[config.mk]
export PLATFORM = sky130hd
export DESIGN_NAME = ctrl_code_issuer
export DESIGN_NICKNAME = d
export VERILOG_FILES = /design/src/rtl/ctrl_code_pkg.sv /design/src/rtl/ctrl_code_fifo.sv /design/src/rtl/ctrl_code_issuer.sv
export SDC_FILE = /design/constraint.sdc
export NUM_CORES = 1
export LEC_CHECK = 0
export ABC_CLOCK_PERIOD_IN_PS = 2600
export BUFFER_PORTS_ARGS = -buffer_cell sky130_fd_sc_hd__buf_2
export CAP_MARGIN = 20
export CORE_MARGIN = 2
export CORE_UTILIZATION = 51
export DETAILED_ROUTE_END_ITERATION = 10
export GPL_TIMING_DRIVEN = 0
export PLACE_DENSITY = 0.74
export SKIP_CTS_REPAIR_TIMING = 1
export SLEW_MARGIN = 20
export SYNTH_ARGS = -nofsm -noshare
export SYNTH_HDL_FRONTEND = slang
export SYNTH_SLANG_ARGS = --single-unit
[constraint.sdc]
create_clock -name clk -period 2.6 [get_ports clk]
set_input_delay 0.13 -clock clk [delete_from_list [all_inputs] [get_ports clk]]
set_output_delay 0.13 -clock clk [all_outputs]
set_load 0.01 [all_outputs]
[src/rtl/ctrl_code_pkg.sv]
// Shared types and constants for the control-code issuer and its command FIFO.
package ctrl_code_pkg;

  localparam int unsigned CODE_W    = 7;
  localparam int unsigned CMD_RPT_W = 4;

  // Bit positions of the decoder inputs inside a control code
  localparam int unsigned PI0 = 0;
  localparam int unsigned PI1 = 1;
  localparam int unsigned PI2 = 2;
  localparam int unsigned PI3 = 3;
  localparam int unsigned PI4 = 4;
  localparam int unsigned PI5 = 5;
  localparam int unsigned PI6 = 6;

  typedef struct packed {
    logic [CODE_W-1:0]    code;
    logic [CMD_RPT_W-1:0] rpt;
  } ctrl_cmd_t;

  typedef enum logic {
    IDLE,
    ISSUE
  } issue_state_e;

endpackage

[src/rtl/ctrl_code_fifo.sv]
// Synchronous command FIFO with a clear that takes priority over push and pop.
module ctrl_code_fifo
  import ctrl_code_pkg::*;
#(
  parameter int unsigned DEPTH = 4
) (
  input  logic                       clk,
  input  logic                       rst,
  input  logic                       clear,
  input  logic                       push,
  input  ctrl_cmd_t                  wdata,
  input  logic                       pop,
  output ctrl_cmd_t                  rdata,
  output logic                       full,
  output logic                       empty,
  output logic [$clog2(DEPTH):0]     count
);

  localparam int unsigned AW = $clog2(DEPTH);

  ctrl_cmd_t       mem [DEPTH];
  logic [AW-1:0]   wr_ptr;
  logic [AW-1:0]   rd_ptr;
  logic            push_ok;
  logic            pop_ok;

  assign full    = (count == (AW+1)'(DEPTH));
  assign empty   = (count == '0);
  assign push_ok = push & ~full;
  assign pop_ok  = pop & ~empty;
  assign rdata   = mem[rd_ptr];

  // Pointers wrap naturally because DEPTH is a power of two
  always_ff @(posedge clk or posedge rst) begin
    if (rst) begin
      wr_ptr <= '0;
      rd_ptr <= '0;
      count  <= '0;
    end else if (clear) begin
      wr_ptr <= '0;
      rd_ptr <= '0;
      count  <= '0;
    end else begin
      if (push_ok) wr_ptr <= wr_ptr + AW'(1);
      if (pop_ok)  rd_ptr <= rd_ptr + AW'(1);
      count <= count + (AW+1)'(push_ok) - (AW+1)'(pop_ok);
    end
  end

  always_ff @(posedge clk) begin
    if (push_ok & ~clear) mem[wr_ptr] <= wdata;
  end

endmodule

[src/rtl/ctrl_code_issuer.sv]
// Buffers code/repeat commands and issues each code rpt+1 times to the decoder.
module ctrl_code_issuer
  import ctrl_code_pkg::*;
#(
  parameter int unsigned DEPTH = 4,
  parameter int unsigned RPT_W = CMD_RPT_W,
  parameter int unsigned CNT_W = 16
) (
  input  logic              clk,
  input  logic              rst,
  input  logic              cmd_valid,
  output logic              cmd_ready,
  input  logic [6:0]        cmd_code,
  input  logic [RPT_W-1:0]  cmd_rpt,
  input  logic              flush,
  output logic              out_valid,
  input  logic              out_ready,
  output logic [6:0]        out_code,
  output logic              out_last,
  output logic              busy,
  output logic [CNT_W-1:0]  issued_cnt
);

  localparam int unsigned AW = $clog2(DEPTH);

  issue_state_e   state;
  ctrl_cmd_t      wdata;
  ctrl_cmd_t      head;
  logic           full;
  logic           empty;
  logic [AW:0]    count;
  logic [RPT_W-1:0] remain;
  logic           hs;
  logic           pop;

  assign wdata.code = cmd_code;
  assign wdata.rpt  = CMD_RPT_W'(cmd_rpt);
  assign cmd_ready  = ~full;
  assign busy       = (count != '0) | out_valid;
  assign hs         = out_valid & out_ready;

  // Pop when idle, or when the last beat of the current command is accepted
  assign pop = ~empty & ~flush &
               ((state == IDLE) | (hs & (remain == '0)));

  ctrl_code_fifo #(.DEPTH(DEPTH)) u_fifo (
    .clk   (clk),
    .rst   (rst),
    .clear (flush),
    .push  (cmd_valid & ~flush),
    .wdata (wdata),
    .pop   (pop),
    .rdata (head),
    .full  (full),
    .empty (empty),
    .count (count)
  );

  always_ff @(posedge clk or posedge rst) begin
    if (rst) begin
      state      <= IDLE;
      out_valid  <= 1'b0;
      out_code   <= '0;
      out_last   <= 1'b0;
      remain     <= '0;
      issued_cnt <= '0;
    end else begin
      if (hs) issued_cnt <= issued_cnt + CNT_W'(1);
      if (flush) begin
        state     <= IDLE;
        out_valid <= 1'b0;
        out_last  <= 1'b0;
        remain    <= '0;
      end else if (pop) begin
        state     <= ISSUE;
        out_valid <= 1'b1;
        out_code  <= head.code;
        remain    <= RPT_W'(head.rpt);
        out_last  <= (head.rpt == '0);
      end else if ((state == ISSUE) && hs) begin
        if (remain != '0) begin
          remain   <= remain - RPT_W'(1);
          out_last <= (remain == RPT_W'(1));
        end else begin
          state     <= IDLE;
          out_valid <= 1'b0;
          out_last  <= 1'b0;
        end
      end
    end
  end

endmodule

==> results of run 1 <==
## layout make-up
class | instances | area share
sequential | 80 | 0.5385
multi-input combinational | 130 | 0.2829
timing repair buffer | 59 | 0.09157
clock buffer | 9 | 0.03002
tap | 77 | 0.02335
clock inverter | 7 | 0.01880
inverter | 10 | 0.009096
buffer | 4 | 0.005761
## layer usage
| metal | wire, um | GRT usage |
|---|---|---|
| met1 | 2525 | 0.2255 |
| met2 | 3077 | 0.3004 |
| met3 | 275 | 0.05871 |
| met4 | 58 | 0.05195 |
| met5 | 0 | 0 |
## stage by stage
step	area (sq um)	setup slack (ps)	cells	power [uW]
after global routing	4126	11.58	376	4069
after CTS	3928	-304.7	360	3729
final	4126	168.3	376	3821
after floorplan	3400	25.72	224	2475
after detailed placement	3726	-296.8	344	2804
after global placement	3706	-266.9	343	2777
## registers in the layout, indices dropped and copies added (netlist names)
| signal | count |
|---|---|
| u_fifo.mem | 44 |
| issued_cnt | 16 |
| out_code | 7 |
| remain | 4 |
| u_fifo.count | 3 |
| u_fifo.rd_ptr | 2 |
| u_fifo.wr_ptr | 2 |
| out_last | 1 |
| state | 1 |
## logic make-up after synthesis
logic type / synth area share
flops: 0.6537
simple gates: 0.1064
xor+xnor: 0.05153
mux: 0.1060
compound gates: 0.02540
buf+inv: 0.01803
fa+ha+maj: 0.03901
## synth_stat cells
cell / n / share of area
nand4bb_1: 1 / 0.0033
dfrtp_1: 36 / 0.26
nor2_1: 12 / 0.013
or3_1: 1 / 0.0018
clkbuf_1: 2 / 0.0022
nand2b_1: 1 / 0.0018
xor2_1: 8 / 0.021
a31oi_1: 1 / 0.0018
ha_1: 9 / 0.033
edfxtp_1: 44 / 0.39
nand3_1: 7 / 0.010
and3_1: 2 / 0.0037
fa_1: 1 / 0.0059
nor2b_1: 1 / 0.0018
nor4b_1: 1 / 0.0026
mux4_2: 8 / 0.053
a211oi_1: 3 / 0.0066
nor3_1: 3 / 0.0044
or3b_2: 1 / 0.0026
nand4_1: 2 / 0.0037
a21oi_1: 8 / 0.012
inv_1: 10 / 0.011
and4_1: 3 / 0.0077
nor3_2: 1 / 0.0029
nand2_1: 18 / 0.020
a311o_1: 1 / 0.0029
mux2_2: 9 / 0.030
xnor2_1: 12 / 0.031
nor2_4: 1 / 0.0033
buf_2: 1 / 0.0015
a21o_1: 1 / 0.0022
nor4_2: 1 / 0.0037
or4_1: 1 / 0.0022
or3b_1: 1 / 0.0026
or2_2: 1 / 0.0018
nor4_1: 2 / 0.0037
mux4_1: 3 / 0.023
buf_6: 1 / 0.0033
and2_1: 5 / 0.0092
## worst max-delay path by stage
| stage | to | slack [ps] | cells after the start |
|---|---|---|---|
| 2_1_floorplan | u_fifo.count[2] | 30 | 13 |
| 3_3_place_gp | u_fifo.count[2] | -270 | 13 |
| 3_5_place_dp | u_fifo.count[2] | -300 | 13 |
| 4_1_cts | u_fifo.count[2] | -300 | 13 |
| 5_1_grt | u_fifo.count[2] | 10 | 13 |
| 6_report | u_fifo.count[2] | 170 | 13 |
## power groups by stage
stage / sequential [uW] / clock, uW / combinational [uW]
floorplan: 1750 / 0 / 722
CTS: 1710 / 946 / 1070
finish: 1710 / 918 / 1190
global route: 1750 / 1000 / 1320
detailed placement: 1740 / 0 / 1070
global placement: 1730 / 0 / 1040
## worst max-delay path, delay by kind of cell (launching register included)
kind	cells	cell delay [ps]
XOR/XNOR	2	310
flip-flops	1	410
AO/OA/AOI/OAI	1	240
adder cells (fa/ha/maj)	4	850
buffers and inverters	3	200
AND/OR/NAND/NOR	3	290
==> impl_metrics.py, run 1 <==
metrics = {
    "clock_network": {
        "clkSinkCount": 80,
        "clock-root-buffer": "clkbuf_8",
        "clk_latency_ps": 350,
        "path_clk_slew_ps": 80,
        "clockBufferDepth": 2,
        "htree_levels": 3,
        "numCtsBuffers": 9,
        "tritoncts": "yes",
    },
    "outcome": {
        "status": "finished, final reports clean",
    },
    "yosys": {
        "synth_cell_type_count": 39,
        "synth-seq-cells": 80,
        "synth_area_sq_um": 3400,
        "syn_area_per_cell_sq_um": 15.18,
        "synth.yosys.seq_area_share": 0.6537,
        "synth_cells": 224,
        "yosysWarnings": 0,
        "synth_nets": 250,
    },
    "detailed_routing": {
        "drt_pass1_iterations": 4,
        "via_count": 2012,
        "wl_mm": 5.937,
        "vias_per_cell": 5.351,
        "drt_iter0_drc": 95,
        "postRouteAntennaNets": 0,
        "drc": 0,
        "wire_per_inst_um": 15.79,
    },
    "sta": {
        "holdWs_ps": 22.15,
        "period_minus_slack_ps": 2432,
        "maxSlewViolCount": 0,
        "slew_headroom": 0.5966,
        "finalHoldViolations": 0,
        "min_period_over_period": 0.9353,
        "finalSetupViolCount": 0,
        "tns_ps": 0,
        "tightest_slew_ps": 605.1,
        "max_freq_mhz": 411.2,
        "finClkSkew_ps": 9.219,
        "rsz0062_at_grt": "false",
    },
    "pwr": {
        "p_sw_uw": 1211,
        "pwr-share-seq": 0.449,
        "switching_share": 0.3169,
        "power_frac_comb": 0.311,
        "ir_drop_v": 0.0006265,
        "p_per_area_nw_per_um2": 926.0,
        "internal_power_uw": 2610,
        "p_leak_uw": 0.001690,
        "pwr-share-clk": 0.240,
    },
    "critical_path": {
        "slowest_stage": "dfrtp_1",
        "reg2reg_depth": 13,
        "cp_cell_sequence": "inv_2 > ha_4 > nand4bb_4 > a21o_4 > nor2_4 > ha_1 > inv_1 > ha_1 > inv_1 > fa_2 > xor2_2 > xnor2_1 > nor2_1",
        "reg2reg_to": "u_fifo.count[2]",
        "regToRegSetupSlack_ps": 170,
        "cp-start-kind": "flip-flop",
        "critPathLaunch": "remain[1]",
        "cpPeakStageDelay_ps": 410,
        "critical_path_required_ps": 2820,
        "critPathKind": "reg -> reg",
        "crit_fanout": 4,
        "endpoint_kind": "flip-flop",
        "r2r-start": "remain[1]",
        "arrival_ps": 2650,
    },
    "floorplan": {
        "coreArea_sq_um": 6386,
        "die_x_um": 85.65,
        "start_util": 0.5323,
        "rows": 29,
        "die_area_sq_um": 7335,
        "boundaryPins": 43,
        "die_h_um": 85.65,
    },
    "placement": {
        "portBuffers": 42,
        "gp_congestion": 0.8031,
        "place_hpwl_mm": 3.903,
    },
    "layout": {
        "layout-drive-gt1-share": 0.3211,
        "final_common_cell": "edfxtp_1",
        "final_cell_mix": "44 x edfxtp_1, 43 x buf_2, 36 x dfrtp_1, 18 x nand2_1",
        "syn2layout_area_growth_pct": 21.38,
        "seqCellArea_sq_um": 2222,
        "nFillCells": 465,
        "diodes": 0,
        "multiInputGateArea_sq_um": 1167,
        "final_core_util": 0.6462,
        "nets": 320,
    },
    "global_route": {
        "antenna_found_initial": 0,
        "grt_overflow_total": 0,
        "grt_max_degree": 27,
        "grt.total_usage": 0.1795,
        "grt_pass1_wl_mm": 9.749,
        "grt_pass1_vias": 1913,
    },
    "hold_path": {
        "hp-start": "cmd_rpt[3]",
        "whs_path_depth": 1,
        "worstHoldPathType": "in -> reg",
        "hold_end": "u_fifo.mem[2][3]",
    },
    "flow_run": {
        "drv_cap": 0,
    },
}
No activity file was read; power rests on OpenSTA's default activity.
==> run 2, diff against run 1 <==
--- a/config.mk
+++ b/config.mk
@@ -5,14 +5,17 @@
 export SDC_FILE = /design/constraint.sdc
 export NUM_CORES = 1
 export LEC_CHECK = 0
+export ABC_AREA = 1
 export ABC_CLOCK_PERIOD_IN_PS = 2600
 export BUFFER_PORTS_ARGS = -buffer_cell sky130_fd_sc_hd__buf_2
 export CAP_MARGIN = 20
 export CORE_MARGIN = 2
-export CORE_UTILIZATION = 51
+export CORE_UTILIZATION = 53
+export CTS_BUF_LIST = sky130_fd_sc_hd__clkbuf_8
 export DETAILED_ROUTE_END_ITERATION = 10
 export GPL_TIMING_DRIVEN = 0
-export PLACE_DENSITY = 0.74
+export PLACE_DENSITY = 0.76
+export RECOVER_POWER = 50
 export SKIP_CTS_REPAIR_TIMING = 1
 export SLEW_MARGIN = 20
 export SYNTH_ARGS = -nofsm -noshare
==> impl_metrics.py, run 2 <==
metrics = {
    "clock_network": {
        "clkSinkCount": 80,
        "clk_latency_ps": 360,
        "tritoncts": "yes",
        "clockBufferDepth": 2,
        "htree_levels": 3,
        "clock-root-buffer": "clkbuf_8",
        "numCtsBuffers": 9,
        "path_clk_slew_ps": 80,
    },
    "detailed_routing": {
        "via_count": 2690,
        "postRouteAntennaNets": 0,
        "drt_iter0_drc": 108,
        "wl_mm": 6.973,
        "drt_pass1_iterations": 4,
        "wire_per_inst_um": 12.72,
        "vias_per_cell": 4.909,
        "drc": 0,
    },
    "global_route": {
        "grt_pass1_wl_mm": 11.39,
        "grt_pass1_vias": 2518,
        "grt_overflow_total": 0,
        "grt.total_usage": 0.1967,
        "antenna_found_initial": 0,
        "grt_max_degree": 27,
    },
    "layout": {
        "fin_area_sq_um": 4334,
        "final_common_cell": "nand2_1",
        "seqCellArea_sq_um": 2222,
        "reg_top3": "u_fifo.mem (44), issued_cnt (16), out_code (7)",
        "diodes": 0,
        "multiInputGateArea_sq_um": 1269,
        "layout-drive-gt1-share": 0.1350,
        "largest_reg_flops": 44,
        "fin_cells": 548,
        "final_cell_mix": "114 x nand2_1, 44 x edfxtp_1, 42 x inv_1, 36 x dfrtp_1, 34 x nor2_1",
        "top_register": "u_fifo.mem",
        "nFillCells": 543,
        "syn2layout_area_growth_pct": 16.63,
        "nets": 473,
    },
    "yosys": {
        "synth_nets": 406,
        "syn_area_per_cell_sq_um": 9.779,
        "yosysWarnings": 0,
        "ys_top_cells_by_area": "edfxtp_1 36%, dfrtp_1 24%, nand2_1 11%, inv_1 4.0%, nor2_1 3.6%",
        "synth_cells": 380,
        "yosys.area.top_type": "edfxtp_1",
        "synth.yosys.seq_area_share": 0.5980,
        "synth.top_cell.area_share": 0.3556,
        "yosys-top-cells-count": "113 x nand2_1, 44 x edfxtp_1, 40 x inv_1, 36 x dfrtp_1, 36 x nor2_1",
        "synth_area_sq_um": 3716,
        "synth.most_common_cell": "nand2_1",
        "async_reset_ff_frac": 0.4500,
        "synth_cell_type_count": 29,
        "ys.flop_type": "edfxtp_1",
        "synth-seq-cells": 80,
        "synth_edf_count": 44,
    },
    "floorplan": {
        "start_util": 0.5470,
        "die_area_sq_um": 7697,
        "coreArea_sq_um": 6794,
        "rows": 30,
        "die_x_um": 87.74,
        "boundaryPins": 43,
        "die_h_um": 87.74,
    },
    "critical_path": {
        "critPathKind": "reg -> reg",
        "cpLargestDelayFamily": "adder cells",
        "cp-start-kind": "flip-flop",
        "arrival_ps": 2560,
        "reg2reg_to": "u_fifo.count[2]",
        "endpoint_kind": "flip-flop",
        "cp.buffers_inverters": 4,
        "regToRegSetupSlack_ps": 280,
        "cp_cell_sequence": "inv_1 > ha_1 > nand3_2 > nand2_4 > nand2_2 > clkinvlp_4 > ha_1 > inv_1 > ha_1 > inv_1 > fa_1 > xor2_1 > nor2_1",
        "slowest_stage": "dfrtp_1",
        "r2r-start": "remain[0]",
        "critical_path_required_ps": 2850,
        "reg2reg_depth": 13,
        "crit_fanout": 6,
        "cpPeakStageDelay_ps": 380,
    },
    "hold_path": {
        "hold_end": "state",
        "worstHoldPathType": "in -> reg",
        "whs_path_depth": 2,
        "hp-start": "flush",
    },
    "sta": {
        "fin_ws_ps": 284.7,
        "finClkSkew_ps": 7.285,
        "max_freq_mhz": 431.9,
        "tns_ps": 0,
        "tightest_slew_ps": 1462,
        "finalSetupViolCount": 0,
        "period_minus_slack_ps": 2315,
        "min_period_over_period": 0.8905,
        "finalHoldViolations": 0,
        "holdWs_ps": 73.10,
        "slew_headroom": 0.02513,
        "rsz0062_at_grt": "false",
        "maxSlewViolCount": 0,
    },
    "pwr": {
        "p_leak_uw": 0.001990,
        "p_per_area_nw_per_um2": 884.7,
        "ir_drop_v": 0.0005836,
    },
    "placement": {
        "gp_congestion": 0.8097,
        "place_hpwl_mm": 4.873,
        "placed_area_sq_um": 4061,
        "post-place-ws_ps": -0.9963,
        "placed_cells": 518,
        "portBuffers": 41,
    },
    "flow_run": {
        "drv_cap": 0,
    },
    "outcome": {
        "status": "finished, final reports clean",
    },
}
[run 2: worst max-delay path by stage]
stage | slack, ps | cells after the start | start | to
after global placement | 60 | 13 | remain[0] | u_fifo.count[2]
after detailed placement | -1 | 13 | remain[0] | u_fifo.count[2]
after floorplan | 320 | 13 | remain[0] | u_fifo.count[2]
after CTS | -0.1 | 13 | remain[0] | u_fifo.count[2]
final | 280 | 13 | remain[0] | u_fifo.count[2]
after global routing | 110 | 13 | remain[0] | u_fifo.count[2]
[run 2: cell type report]
type	count	area share
inverters	45	0.03984
flip-flops and latches	80	0.5127
multi-input cells	246	0.2927
clock buffers	10	0.03176
well taps	96	0.02771
clock inverters	6	0.009815
repair buffers	56	0.07304
plain buffers	9	0.01241
[run 2: power breakdown]
part	switching [uW]	internal, uW
registers	157	1540
clock network	457	376
logic	812	490
total	1430	2410
[run 2: kinds of logic (layout without fill, tap and decap cells)]
group                    after synthesis  in the layout  share of synthesized area
adder cells (fa/ha/maj)               10             10                    0.03569
buffers and inverters                 54            126                    0.05993
AND/OR/NAND/NOR                      193            193                     0.2279
AO/OA/AOI/OAI                         29             29                    0.04545
flip-flops                            80             80                     0.5980
XOR/XNOR                              14             14                    0.03299
[run 2: per-stage QoR]
| stage | utilization | power [uW] |
|---|---|---|
| after floorplan | - | 2634 |
| after global placement | 0.5948 | 2964 |
| after detailed placement | 0.5978 | 3020 |
| after CTS | 0.6243 | 3848 |
| after global routing | 0.6379 | 4125 |
| final | 0.6379 | 3835 |
[run 2: per-layer routing]
layer  GRT usage  vias to the layer above  wire, um
met5           0                        -         0
met1      0.2368                     1255      2992
li1            -                     1360         -
met4     0.06434                        0       119
met3     0.06409                       10       393
met2      0.3354                       65      3467
==> run 3, diff against run 2 <==
--- a/config.mk
+++ b/config.mk
@@ -6,15 +6,15 @@
 export NUM_CORES = 1
 export LEC_CHECK = 0
 export ABC_AREA = 1
-export ABC_CLOCK_PERIOD_IN_PS = 2600
-export BUFFER_PORTS_ARGS = -buffer_cell sky130_fd_sc_hd__buf_2
+export ABC_CLOCK_PERIOD_IN_PS = 1990
 export CAP_MARGIN = 20
 export CORE_MARGIN = 2
 export CORE_UTILIZATION = 53
 export CTS_BUF_LIST = sky130_fd_sc_hd__clkbuf_8
 export DETAILED_ROUTE_END_ITERATION = 10
+export DONT_BUFFER_PORTS = 1
 export GPL_TIMING_DRIVEN = 0
-export PLACE_DENSITY = 0.76
+export PLACE_DENSITY = 0.71
 export RECOVER_POWER = 50
 export SKIP_CTS_REPAIR_TIMING = 1
 export SLEW_MARGIN = 20
==> constraint.sdc (replaced) <==
create_clock -name clk -period 1.99 [get_ports clk]
set_input_delay 0.0995 -clock clk [delete_from_list [all_inputs] [get_ports clk]]
set_output_delay 0.0995 -clock clk [all_outputs]
set_load 0.01 [all_outputs]
==> impl_metrics.py, run 3 (synthesized netlist as in run 2, its figures left out) <==
metrics = {
    "outcome": {
        "status": "complete, but fails checks",
        "violations": "negative hold slack, negative setup slack",
    },
    "global_route": {
        "grt.total_usage": 0.2017,
        "grt_busiest_layer": "met2",
        "grt_pass1_wl_mm": 11.59,
        "antenna_found_initial": 0,
        "grtUsageMet2": 0.3299,
        "grt_pass1_vias": 2470,
        "use_met1": 0.2538,
        "met3_usage": 0.05655,
        "grt_overflow_total": 0,
        "grt_max_degree": 26,
    },
    "critical_path": {
        "cp_cell_sequence": "inv_2 > ha_4 > nand3_4 > nand2_4 > nand2_4 > inv_8 > ha_4 > inv_2 > ha_4 > inv_2 > fa_2 > nor2_1",
        "critPathKind": "reg -> reg",
        "slowest_stage": "fa_2",
        "r2r-start": "remain[0]",
        "endpoint_kind": "flip-flop",
        "regToRegSetupSlack_ps": -3,
        "critical_path_required_ps": 2230,
        "cp-start-kind": "flip-flop",
        "arrival_ps": 2230,
        "cpPeakStageDelay_ps": 510,
        "critPathLaunch": "remain[0]",
        "reg2reg_to": "u_fifo.count[1]",
        "crit_fanout": 3,
        "reg2reg_depth": 12,
        "crit_path_end": "u_fifo.count[1]",
    },
    "detailed_routing": {
        "drc": 0,
        "wire_per_inst_um": 14.19,
        "postRouteAntennaNets": 0,
        "vias_per_cell": 5.044,
        "via_count": 2613,
        "wl_mm": 7.353,
        "drt_pass1_iterations": 4,
        "drt_iter0_drc": 128,
    },
    "layout": {
        "diodes": 0,
        "nFillCells": 533,
        "reg_top3": "u_fifo.mem (44), issued_cnt (16), out_code (7)",
        "largest_reg_flops": 44,
        "final_common_cell": "nand2_1",
        "top_register": "u_fifo.mem",
        "syn2layout_area_growth_pct": 17.07,
        "fin_area_sq_um": 4350,
        "final_cell_mix": "113 x nand2_1, 44 x edfxtp_1, 37 x inv_1, 36 x dfrtp_1, 31 x nor2_1",
        "fin_cells": 518,
        "seqCellArea_sq_um": 2222,
        "nets": 443,
        "layout-drive-gt1-share": 0.1564,
        "multiInputGateArea_sq_um": 1361,
    },
    "floorplan": {
        "start_util": 0.5470,
        "die_area_sq_um": 7697,
        "boundaryPins": 43,
        "die_x_um": 87.74,
        "rows": 30,
        "die_h_um": 87.74,
        "coreArea_sq_um": 6794,
    },
    "pwr": {
        "pwr-share-clk": 0.203,
        "power_frac_comb": 0.347,
        "total_power_uw": 5141,
        "p_per_area_nw_per_um2": 1182,
        "p_sw_uw": 1953,
        "internal_power_uw": 3188,
        "p_leak_uw": 0.001946,
        "ir_drop_v": 0.0007484,
        "switching_share": 0.3799,
        "pwr-share-seq": 0.450,
    },
    "clock_network": {
        "clock-root-buffer": "clkbuf_8",
        "clk_latency_ps": 350,
        "path_clk_slew_ps": 80,
        "clkSinkCount": 80,
        "numCtsBuffers": 9,
        "htree_levels": 3,
        "tritoncts": "yes",
        "clockBufferDepth": 2,
    },
    "sta": {
        "maxSlewViolCount": 0,
        "finalSetupViolCount": 1,
        "tightest_slew_ps": 593.7,
        "period_minus_slack_ps": 1993,
        "fin_ws_ps": -3.444,
        "finClkSkew_ps": 9.742,
        "max_freq_mhz": 501.6,
        "min_period_over_period": 1.002,
        "holdWs_ps": -6.803,
        "slew_headroom": 0.6042,
        "finalHoldViolations": 2,
        "rsz0062_at_grt": "true",
    },
    "placement": {
        "place_hpwl_mm": 4.876,
        "gp_congestion": 0.8101,
        "placed_area_sq_um": 3891,
        "placed_cells": 477,
        "portBuffers": 0,
    },
    "flow_run": {
        "drv_cap": 0,
    },
    "hold_path": {
        "worstHoldPathType": "in -> reg",
    },
}
run 3: changes by cell type in the layout (fill, tap and decap cells not counted), moves of 3 or more:
| cell | delta |
|---|---|
| clkbuf_1 | -23 |
| buf_2 | -19 |
| buf_4 | +8 |
| inv_2 | +6 |
| inv_1 | -5 |
| nor2_4 | +5 |
| ha_1 | -3 |
| ha_4 | +3 |
| nor2_1 | -3 |
run 3: worst max-delay path, delay by kind of cell (launching register included):
kind / cells / cell delay, ps
flops: 1 / 400
buf+inv: 4 / 250
simple gates: 4 / 270
fa+ha+maj: 4 / 970
run 3: power groups by stage:
stage / registers (uW) / clock network (uW) / logic (uW)
detailed placement: 2350 / 0 / 1510
CTS: 2310 / 1060 / 1520
global placement: 2340 / 0 / 1450
global route: 2360 / 1150 / 2020
finish: 2310 / 1040 / 1780
floorplan: 2290 / 0 / 1210
run 3: cell type report:
cell class / instances / share of cell area
Clock inverter: 7 / 0.009779
Clock buffer: 9 / 0.02847
Sequential cell: 80 / 0.5108
Inverter: 45 / 0.04055
Timing Repair Buffer: 26 / 0.05752
Buffer: 9 / 0.01237
Tap cell: 96 / 0.02761
Multi-Input combinational cell: 246 / 0.3129
run 3: per-layer routing:
metal,vias up,share of wire
met5,-,0
met4,0,0.022
met3,14,0.047
met2,62,0.49
met1,1229,0.44
li1,1308,-
run 3: worst min-delay path by stage:
stage,from,endpoint,slack [ps],depth (start not counted)
final,out_ready,issued_cnt[0],-7,2
after global routing,out_ready,issued_cnt[0],2,2
after CTS,rst,remain[1],-430,1
after detailed placement,rst,remain[3],-40,1
after global placement,cmd_rpt[2],u_fifo.mem[1][2],200,0
after floorplan,cmd_rpt[0],u_fifo.mem[0][0],200,0
run 3: metrics by stage:
step / setup slack, ps / util / hold WS, ps / TNS [ps]
2_1_floorplan: -6.168 / - / 198.4 / -6.168
3_3_place_gp: -343.5 / 0.5698 / 198.5 / -13950
3_5_place_dp: -394.0 / 0.5727 / -43.30 / -16160
4_1_cts: -424.7 / 0.5972 / -425.0 / -17290
5_1_grt: -80.78 / 0.6403 / 2.305 / -210.1
6_report: -3.444 / 0.6403 / -6.803 / -3.444
